`src/rtl/hop_sched.sv`:
```
// Frequency-hop sequencer: per hop, scan-load the hop code, then run sync and TX windows.
// Optional ld_ack timeout in LOAD is enabled by defining HOP_SCHED_TIMEOUT_EN.
module hop_sched #(
  parameter int                     PHASE_WIDTH  = 24,
  parameter int                     CODE_WIDTH   = 32,
  parameter int                     NUM_HOPS     = 64,
  parameter int                     IDX_WIDTH    = 6,
  parameter int                     CNT_WIDTH    = 24,
  parameter logic [PHASE_WIDTH-1:0] START_PH_INC = 24'hC00000,
  parameter int                     HOP_DPH_INC  = 131072,
  parameter int                     ACK_TIMEOUT  = 4096
) (
  input  logic                   clk,
  input  logic                   reset,
  input  logic                   start,
  input  logic                   abort,
  input  logic [CNT_WIDTH-1:0]   sync_len,
  input  logic [CNT_WIDTH-1:0]   dwell_len,
  input  logic                   tbl_wr_en,
  input  logic [IDX_WIDTH-1:0]   tbl_wr_addr,
  input  logic [CODE_WIDTH-1:0]  tbl_wr_data,
  output logic                   ld_req,
  output logic [CODE_WIDTH-1:0]  ld_code,
  input  logic                   ld_ack,
  output logic [IDX_WIDTH-1:0]   hop_idx,
  output logic [PHASE_WIDTH-1:0] hop_ph_inc,
  output logic                   sync_out,
  output logic                   tx_en,
  output logic                   busy,
  output logic                   seq_done,
  output logic                   err
);

  typedef enum logic [2:0] {S_IDLE, S_LOAD, S_SYNC, S_TX, S_NEXT} state_t;

  state_t                  state;
  logic [CODE_WIDTH-1:0]   tbl [NUM_HOPS];
  logic [CNT_WIDTH-1:0]    cnt;
  logic [CNT_WIDTH-1:0]    sync_ld, dwell_ld;
  logic [IDX_WIDTH-1:0]    idx_nxt;
  logic                    last_hop;

`ifdef HOP_SCHED_TIMEOUT_EN
  localparam int TW = $clog2(ACK_TIMEOUT + 1);
  logic [TW-1:0] tmo_cnt;
`endif

  // Zero length still yields a one-cycle window, so the reload value saturates at 0.
  assign sync_ld  = (sync_len  == '0) ? '0 : sync_len  - 1'b1;
  assign dwell_ld = (dwell_len == '0) ? '0 : dwell_len - 1'b1;
  assign idx_nxt  = hop_idx + 1'b1;
  assign last_hop = 32'(hop_idx) >= NUM_HOPS - 1;

  // Table storage is deliberately not reset.
  always_ff @(posedge clk) begin
    if (tbl_wr_en && (32'(tbl_wr_addr) < NUM_HOPS))
      tbl[tbl_wr_addr] <= tbl_wr_data;
  end

  always_ff @(posedge clk or posedge reset) begin
    if (reset) begin
      state      <= S_IDLE;
      hop_idx    <= '0;
      hop_ph_inc <= START_PH_INC;
      ld_code    <= '0;
      ld_req     <= 1'b0;
      sync_out   <= 1'b0;
      tx_en      <= 1'b0;
      busy       <= 1'b0;
      seq_done   <= 1'b0;
      err        <= 1'b0;
      cnt        <= '0;
`ifdef HOP_SCHED_TIMEOUT_EN
      tmo_cnt    <= '0;
`endif
    end else begin
      seq_done <= 1'b0;
      if (abort) begin
        state      <= S_IDLE;
        ld_req     <= 1'b0;
        sync_out   <= 1'b0;
        tx_en      <= 1'b0;
        busy       <= 1'b0;
        hop_idx    <= '0;
        hop_ph_inc <= START_PH_INC;
      end else begin
        case (state)
          S_IDLE: begin
            if (start) begin
              state      <= S_LOAD;
              hop_idx    <= '0;
              hop_ph_inc <= START_PH_INC;
              ld_code    <= tbl[0];
              ld_req     <= 1'b1;
              busy       <= 1'b1;
              err        <= 1'b0;
`ifdef HOP_SCHED_TIMEOUT_EN
              tmo_cnt    <= '0;
`endif
            end
          end
          S_LOAD: begin
            if (ld_ack) begin
              state    <= S_SYNC;
              ld_req   <= 1'b0;
              sync_out <= 1'b1;
              cnt      <= sync_ld;
            end
`ifdef HOP_SCHED_TIMEOUT_EN
            else if (tmo_cnt == TW'(ACK_TIMEOUT - 1)) begin
              state  <= S_IDLE;
              ld_req <= 1'b0;
              busy   <= 1'b0;
              err    <= 1'b1;
            end else begin
              tmo_cnt <= tmo_cnt + 1'b1;
            end
`endif
          end
          S_SYNC: begin
            if (cnt == '0) begin
              state    <= S_TX;
              sync_out <= 1'b0;
              tx_en    <= 1'b1;
              cnt      <= dwell_ld;
            end else begin
              cnt <= cnt - 1'b1;
            end
          end
          S_TX: begin
            if (cnt == '0) begin
              state <= S_NEXT;
              tx_en <= 1'b0;
            end else begin
              cnt <= cnt - 1'b1;
            end
          end
          S_NEXT: begin
            if (!last_hop) begin
              state      <= S_LOAD;
              hop_idx    <= idx_nxt;
              hop_ph_inc <= hop_ph_inc + PHASE_WIDTH'(HOP_DPH_INC);
              ld_code    <= tbl[idx_nxt];
              ld_req     <= 1'b1;
`ifdef HOP_SCHED_TIMEOUT_EN
              tmo_cnt    <= '0;
`endif
            end else begin
              state    <= S_IDLE;
              seq_done <= 1'b1;
              busy     <= 1'b0;
            end
          end
          default: state <= S_IDLE;
        endcase
      end
    end
  end

endmodule

```
`config.mk`:
```
export PLATFORM = sky130hd
export DESIGN_NAME = hop_sched
export DESIGN_NICKNAME = d
export VERILOG_FILES = /design/src/rtl/hop_sched.sv
export SDC_FILE = /design/constraint.sdc
export NUM_CORES = 2
export LEC_CHECK = 0
export ABC_AREA = 1
export BUFFER_PORTS_ARGS = -buffer_cell sky130_fd_sc_hd__buf_2
export CORE_MARGIN = 4
export CORE_UTILIZATION = 33
export DETAILED_ROUTE_END_ITERATION = 16
export SETUP_SLACK_MARGIN = 0.05
export SYNTH_ARGS = -nofsm -noshare
export SYNTH_HDL_FRONTEND = slang
export SYNTH_SLANG_ARGS = --single-unit
```
`constraint.sdc`:
```
create_clock -name clk -period 2.33 [get_ports clk]
set_input_delay 0.3495 -clock clk [delete_from_list [all_inputs] [get_ports clk]]
set_output_delay 0.3495 -clock clk [all_outputs]
set_load 0.02 [all_outputs]
```
# [After elaboration in Yosys (flattened, before gate mapping)]
# Memory sizes are Yosys's and may differ from the RTL's.
# Index checks and enable logic that the tools add are counted.
[word_totals] register_bits=94 latchBits=0 ramBits=2048 rom_bits=0 output_inout_bits=68 elab_cells=94 mem_count=1
[op_classes] n_addsub=5 multipliers=0 div_mod_pow=0 magnitude_cmp=1 eq_ne=14 shifts=0 muxes=44 bitwise=1 reduce_logical=18
[memory_table] memory="tbl" words=64 width=32 read_ports=2 rd_ports_with_merged_regs=0 wr=1 line="37" rtl="logic [CODE_WIDTH-1:0] tbl [NUM_HOPS];"
[op_table] cell="$mux W24" n=8
[op_table] cell="$logic_not A24 Y1" n=3
[op_table] cell="$pmux W24 S3" n=1
[op_table] cell="$sub A24 B1 Y24 const B" n=3
[op_table] cell="$mux W32" n=2
[op_table] cell="$pmux W32 S2" n=1
[op_table] cell="$pmux W24 S2" n=1
[op_table] cell="$add A24 B18 Y24 const B" n=1
[op_table] cell="$mux W6" n=3
[op_table] cell="$ne A3 B3 Y1 const B" n=6
[op_table] cell="$mux W1" n=17
[op_table] cell="$reduce_and A4 Y1" n=4
[op_table] cell="$mux W3" n=5
[op_table] cell="$pmux W3 S5" n=1
[op_table] cell="$pmux W6 S2" n=1
[op_table] cell="$reduce_and A3 Y1" n=4
[op_table] cell="$reduce_bool A3 Y1" n=4
[op_table] cell="$ne A2 B2 Y1 const B" n=4
[op_table] cell="$add A6 B1 Y6 const B" n=1
[op_table] cell="$eq A3 B2 Y1 const B" n=2
[op_table] cell="$ge A6 B6 Y1 const B" n=1
[op_table] cell="$pmux W1 S2" n=3
[op_table] cell="$reduce_bool A4 Y1" n=1
[op_table] cell="$eq A3 B1 Y1 const B" n=1
[op_table] cell="other kinds (5)" n=5

# [Longest topological paths before layout]
[logic_depth] ltp_word=4 mapped_depth=15 mapped_depth_nobuf=14

# [Worst setup path before layout]
# Ideal clock, no wire load.
[synth_path] path_kind="input port to flip-flop" from="in tbl_wr_en" to="mem tbl[24][0] (enable)" setup_ps=421 arrival_ps=2317 path_slack_ps=-408 path_stages=3 n_path_buf=1 path_cell_list="clkbuf_1 nand4_1 nor2_1"
[synth_between] elab_chain_cells=2
[synth_rtl] item="start, declared" line="19" rtl="input logic tbl_wr_en,"
[synth_rtl] item="$mux W1" line="56" rtl="if (tbl_wr_en && (32'(tbl_wr_addr) < NUM_HOPS))"
[synth_rtl] item="$mux W1 (not written as such)" line="57" rtl="tbl[tbl_wr_addr] <= tbl_wr_data;"
[synth_rtl] item="end, declared" line="37"
# No other way between the ends.

# [Final worst setup path]
[layout_path] from="reg hop_idx[0]" to="reg ld_code[22]"
[layout_between] elab_chain_cells=4 word_cells_on_any_way=7 classes_between="add/sub: 1; order compare: 1; eq/ne: 1; mux: 2; reduce/logical: 1; memory: 1"
[layout_rtl] item="start, declared" line="25" rtl="output logic [IDX_WIDTH-1:0] hop_idx,"
[layout_rtl] item="start signal, assigned" line="141" rtl="hop_idx <= idx_nxt;"
[layout_rtl] item="$add A6 B1 Y6" line="51" rtl="assign idx_nxt = hop_idx + 1'b1;"
[layout_rtl] item="$mem_v2 Z64 W32"
[layout_rtl] item="$mux W32" line="139" rtl="if (!last_hop) begin"
[layout_rtl] item="$pmux W32 S2" line="87" rtl="case (state)"
[layout_rtl] item="end signal, assigned" line="93" rtl="ld_code <= tbl[0];"
[layout_rtl] item="end signal, assigned" line="143" rtl="ld_code <= tbl[idx_nxt];"
[layout_rtl] item="end, declared" line="23" rtl="output logic [CODE_WIDTH-1:0] ld_code,"
# Several ways; a longest one is shown, not always the timed one. The select of a mux whose other input is x is not followed.
# A chain may end at the register's enable or synchronous reset.

==> flow_summary.json <==
{
  "synth_compound_area_share_pct": 0.503,
  "p_leak_nw": 40.1,
  "rr_worst_depth": 16,
  "fp-row-count": 189,
  "hold-worst-slack_ps": 61.2,
  "hpwl_microns": 163000,
  "synth_area_leaders": "edfxtp_1, nand2_1, nand3_1",
  "hold_depth": 1,
  "finalWirelength_microns": 282000,
  "path_cells": "ha_4 > buf_12 > clkinv_16 > buf_16 > buf_12 > buf_16 > buf_12 > nand3_4 > nand3_2 > nand2_1 > nand2_1 > nand3_2 > nand3_2 > nand3_2 > nand2_2 > nand2_1",
  "ys_seq_area_share_pct": 71.7,
  "h-tree-depth": 4,
  "cts_tree": "done",
  "slowest_stage": "dfrtp_4",
  "die-area_sq_um": 276000,
  "muxShareOfSynthArea_pct": 0,
  "min-delay-path-class": "primary input to flip-flop",
  "post-layout-total-power_mw": 85.9,
  "gp_congestion": 0.902,
  "clk_pin_slew_worst_paths_ps": 70,
  "violations": "setup timing",
  "hold_start": "tbl_wr_data[23]",
  "arrival_ps": 3280,
  "area_growth_pct": 24.3,
  "num_vias": 63740,
  "post-route-period-util_pct": 108,
  "worstSetupStartpointType": "flip-flop",
  "drt_iter0_markers": 7324,
  "fmax_mhz": 396,
  "synth-xor-area-share_pct": 0.315,
  "ios": 160,
  "synthAdderAreaFrac_pct": 0.0990,
  "final_max_slew_viol_count": 0,
  "critical_path_class": "flip-flop to flip-flop",
  "cp_max_fo": 8,
  "die_h_microns": 526,
  "hold_viol_final": 0,
  "max_slew_margin_pct": 49.4,
  "numCtsBuffers": 214,
  "hold_end": "tbl[62][23]",
  "synth_cells": 7862,
  "outcome": "finished with violations",
  "final_net_count": 8538,
  "drive_gt1_share_pct": 18.4,
  "synth_most_common_cell": "nand2_1",
  "power_density_nw_per_um2": 781,
  "fin_cells": 12160,
  "design.core.area_sq_um": 266000,
  "first_global_vias": 60647,
  "ys.flop_type": "edfxtp_1",
  "synth_area_leader_cell": "edfxtp_1",
  "r2r_end": "ld_code[22]",
  "setup_viol": 33,
  "dp.cells": 11597,
  "postLayoutSetupSlackWorst_ps": -196,
  "root_buffer": "clkbuf_16",
  "synth_top_family_by_area": "simple AND/OR/NAND/NOR gates",
  "overflow": 0,
  "dr.pass1.iters": 8,
  "grt_first_pass_wirelength_microns": 409000,
  "insertion_delay_ps": 870,
  "rsz0062_at_grt": "yes",
  "syn-cell-area_sq_um": 88500,
  "clockBufferDepth": 3,
  "pre_cts_ws_ps": -416,
  "yosys.cell_types.count": 44,
  "grt.total_usage_pct": 19.6,
  "synthArstFlopShare_pct": 3.62,
  "clock_skew_ps": 37.3,
  "ant_nets": 0,
  "r2r_start": "hop_idx[0]",
  "synth-simple-area-share_pct": 24.2,
  "ys_ff_latch": 2125,
  "post_drt_wl_per_cell_microns": 23.2,
  "tightest_slew_ps": 759,
  "post-route-drc-count": 0,
  "synth_edf_count": 2048,
  "yosysTopAreaCellShare_pct": 69.5,
  "grt_max_degree": 95,
  "crit_top_cell": "nand3_2",
  "synth.avg_cell_area_sq_um": 11.3,
  "slowest_delay_ps": 510,
  "vias_per_cell": 5.24,
  "fp.dieW_microns": 526,
  "period_needed_ps": 2530,
  "io_buffers": 141,
  "synth_common_cells": "nand2_1, edfxtp_1, nand3_1",
  "end_kind": "flip-flop",
  "cts.sinks": 2125,
  "ir_drop_v": 0.000788,
  "fillers": 24520,
  "start_util_pct": 33.3,
  "cp.required_ps": 3090,
  "antenna_found_initial": 11,
  "r2r_setup_slack_ps": -200,
  "maxCapViolCount": 0,
  "ys_warn_count": 0
}
cells in the final DEF (no fill, tap or decap), types with 7 or more instances in the layout:
master | netlist | routed
nor2_1 | 290 | 224
edfxtp_1 | 2048 | 2048
buf_2 | 347 | 141
xnor2_1 | 14 | 14
bufbuf_16 | 0 | 14
o22ai_1 | 7 | 7
clkinv_2 | 0 | 38
a21oi_1 | 11 | 11
nand2_4 | 0 | 10
clkbuf_16 | 0 | 227
inv_1 | 93 | 89
clkbuf_1 | 64 | 39
conb_1 | 1 | 18
nand2_1 | 2820 | 2710
xor2_1 | 16 | 16
clkbuf_8 | 0 | 7
bufinv_16 | 0 | 18
buf_16 | 0 | 36
buf_8 | 0 | 13
nor3_1 | 21 | 20
o21ai_0 | 23 | 21
buf_12 | 0 | 196
o211ai_1 | 10 | 10
nand2_2 | 12 | 111
nand3_2 | 1 | 255
inv_6 | 0 | 7
nand4_1 | 21 | 21
dfrtp_1 | 75 | 74
nand3_1 | 1851 | 1567
dlygate4sd3_1 | 0 | 51
buf_6 | 3 | 46
clkinv_1 | 0 | 62
nand3_4 | 0 | 30
buf_4 | 40 | 318
nor2_4 | 5 | 71
where the power goes:
| part | internal, mW | total [mW] | switching (mW) |
|---|---|---|---|
| Clock | 19.3 | 34.0 | 14.7 |
| Sequential | 42.6 | 43.3 | 0.712 |
| Combinational | 2.79 | 8.55 | 5.76 |
| Total | 64.7 | 85.9 | 21.2 |
state kept, by name (all words and copies together) (netlist names):
register / count
sync_out: 1
hop_idx: 6
tx_en: 1
hop_ph_inc: 7
ld_req: 1
seq_done: 1
cnt: 24
busy: 1
ld_code: 32
tbl: 2048
state: 3
area by class of cell:
cell class,count,area [sq um],share of cell area (%)
Multi-Input combinational cell,5170,24900,22.6
Antenna cell,2,5.00,0.00455
Clock inverter,139,1250,1.13
Clock buffer,263,5670,5.16
Sequential cell,2125,63400,57.6
Tap cell,3533,4420,4.02
Timing Repair Buffer,825,9940,9.03
Inverter,102,454,0.413
Timing Repair inverter,1,11.3,0.0102
worst max path at each step:
| stage | start | end | slack, ps | cells after the start |
|---|---|---|---|---|
| final | hop_idx[0] | ld_code[22] | -200 | 16 |
| after global routing | hop_idx[0] | ld_code[22] | -250 | 16 |
| after global placement | hop_idx[0] | ld_code[21] | -400 | 14 |
| after detailed placement | hop_idx[0] | ld_code[0] | -420 | 15 |
| after floorplan | tbl_wr_en | tbl[24][0] | -410 | 3 |
| after CTS | hop_idx[0] | ld_code[7] | -120 | 10 |
cell families (layout without fill, tap and decap cells):
family / Yosys count / count (layout)
AOI/OAI and AO/OA: 73 / 73
xor gates and xnor gates: 31 / 31
adders and majority gates: 7 / 7
buffers and inverters: 585 / 1330
DFF: 2125 / 2125
other: 1 / 20
and+or+nand+nor: 5040 / 5041
stage by stage:
stage                     utilization [%]  area (sq um)  setup TNS [ps]
after global placement               36.9         98200           -7500
after floorplan                         -         88700         -180940
after global routing                 41.4        110000           -6010
after detailed placement             36.9         98200           -7740
after CTS                            40.8        108000           -2350
final                                41.4        110000           -4000
critical path: cells and delay by family, from the launching register on:
family	cells	cell delay, ps
flip-flops	1	510
AND/OR/NAND/NOR	9	690
adder cells (fa/ha/maj)	1	270
buffers and inverters	6	890
metal layers:
layer / GRT usage [%] / vias to the layer above / wire length (microns)
li1: - / 28641 / -
met1: 26.3 / 31592 / 116000
met2: 32.2 / 2977 / 133000
met3: 3.46 / 528 / 24100
met4: 6.24 / 2 / 8900
met5: 0 / - / 15
repair_timing:
| action | in CTS | in global routing |
|---|---|---|
| pin swaps | 82 | 109 |
| endpoints found under the hold margin | 803 | 0 |
| buffers inserted | 57 | 14 |
| gates resized for setup | 313 | 267 |
| cloned | 30 | 11 |
| endpoints found under the setup margin | 43 | 51 |
| hold buffers | 51 | 0 |
Power figures use the tool's default switching activity.
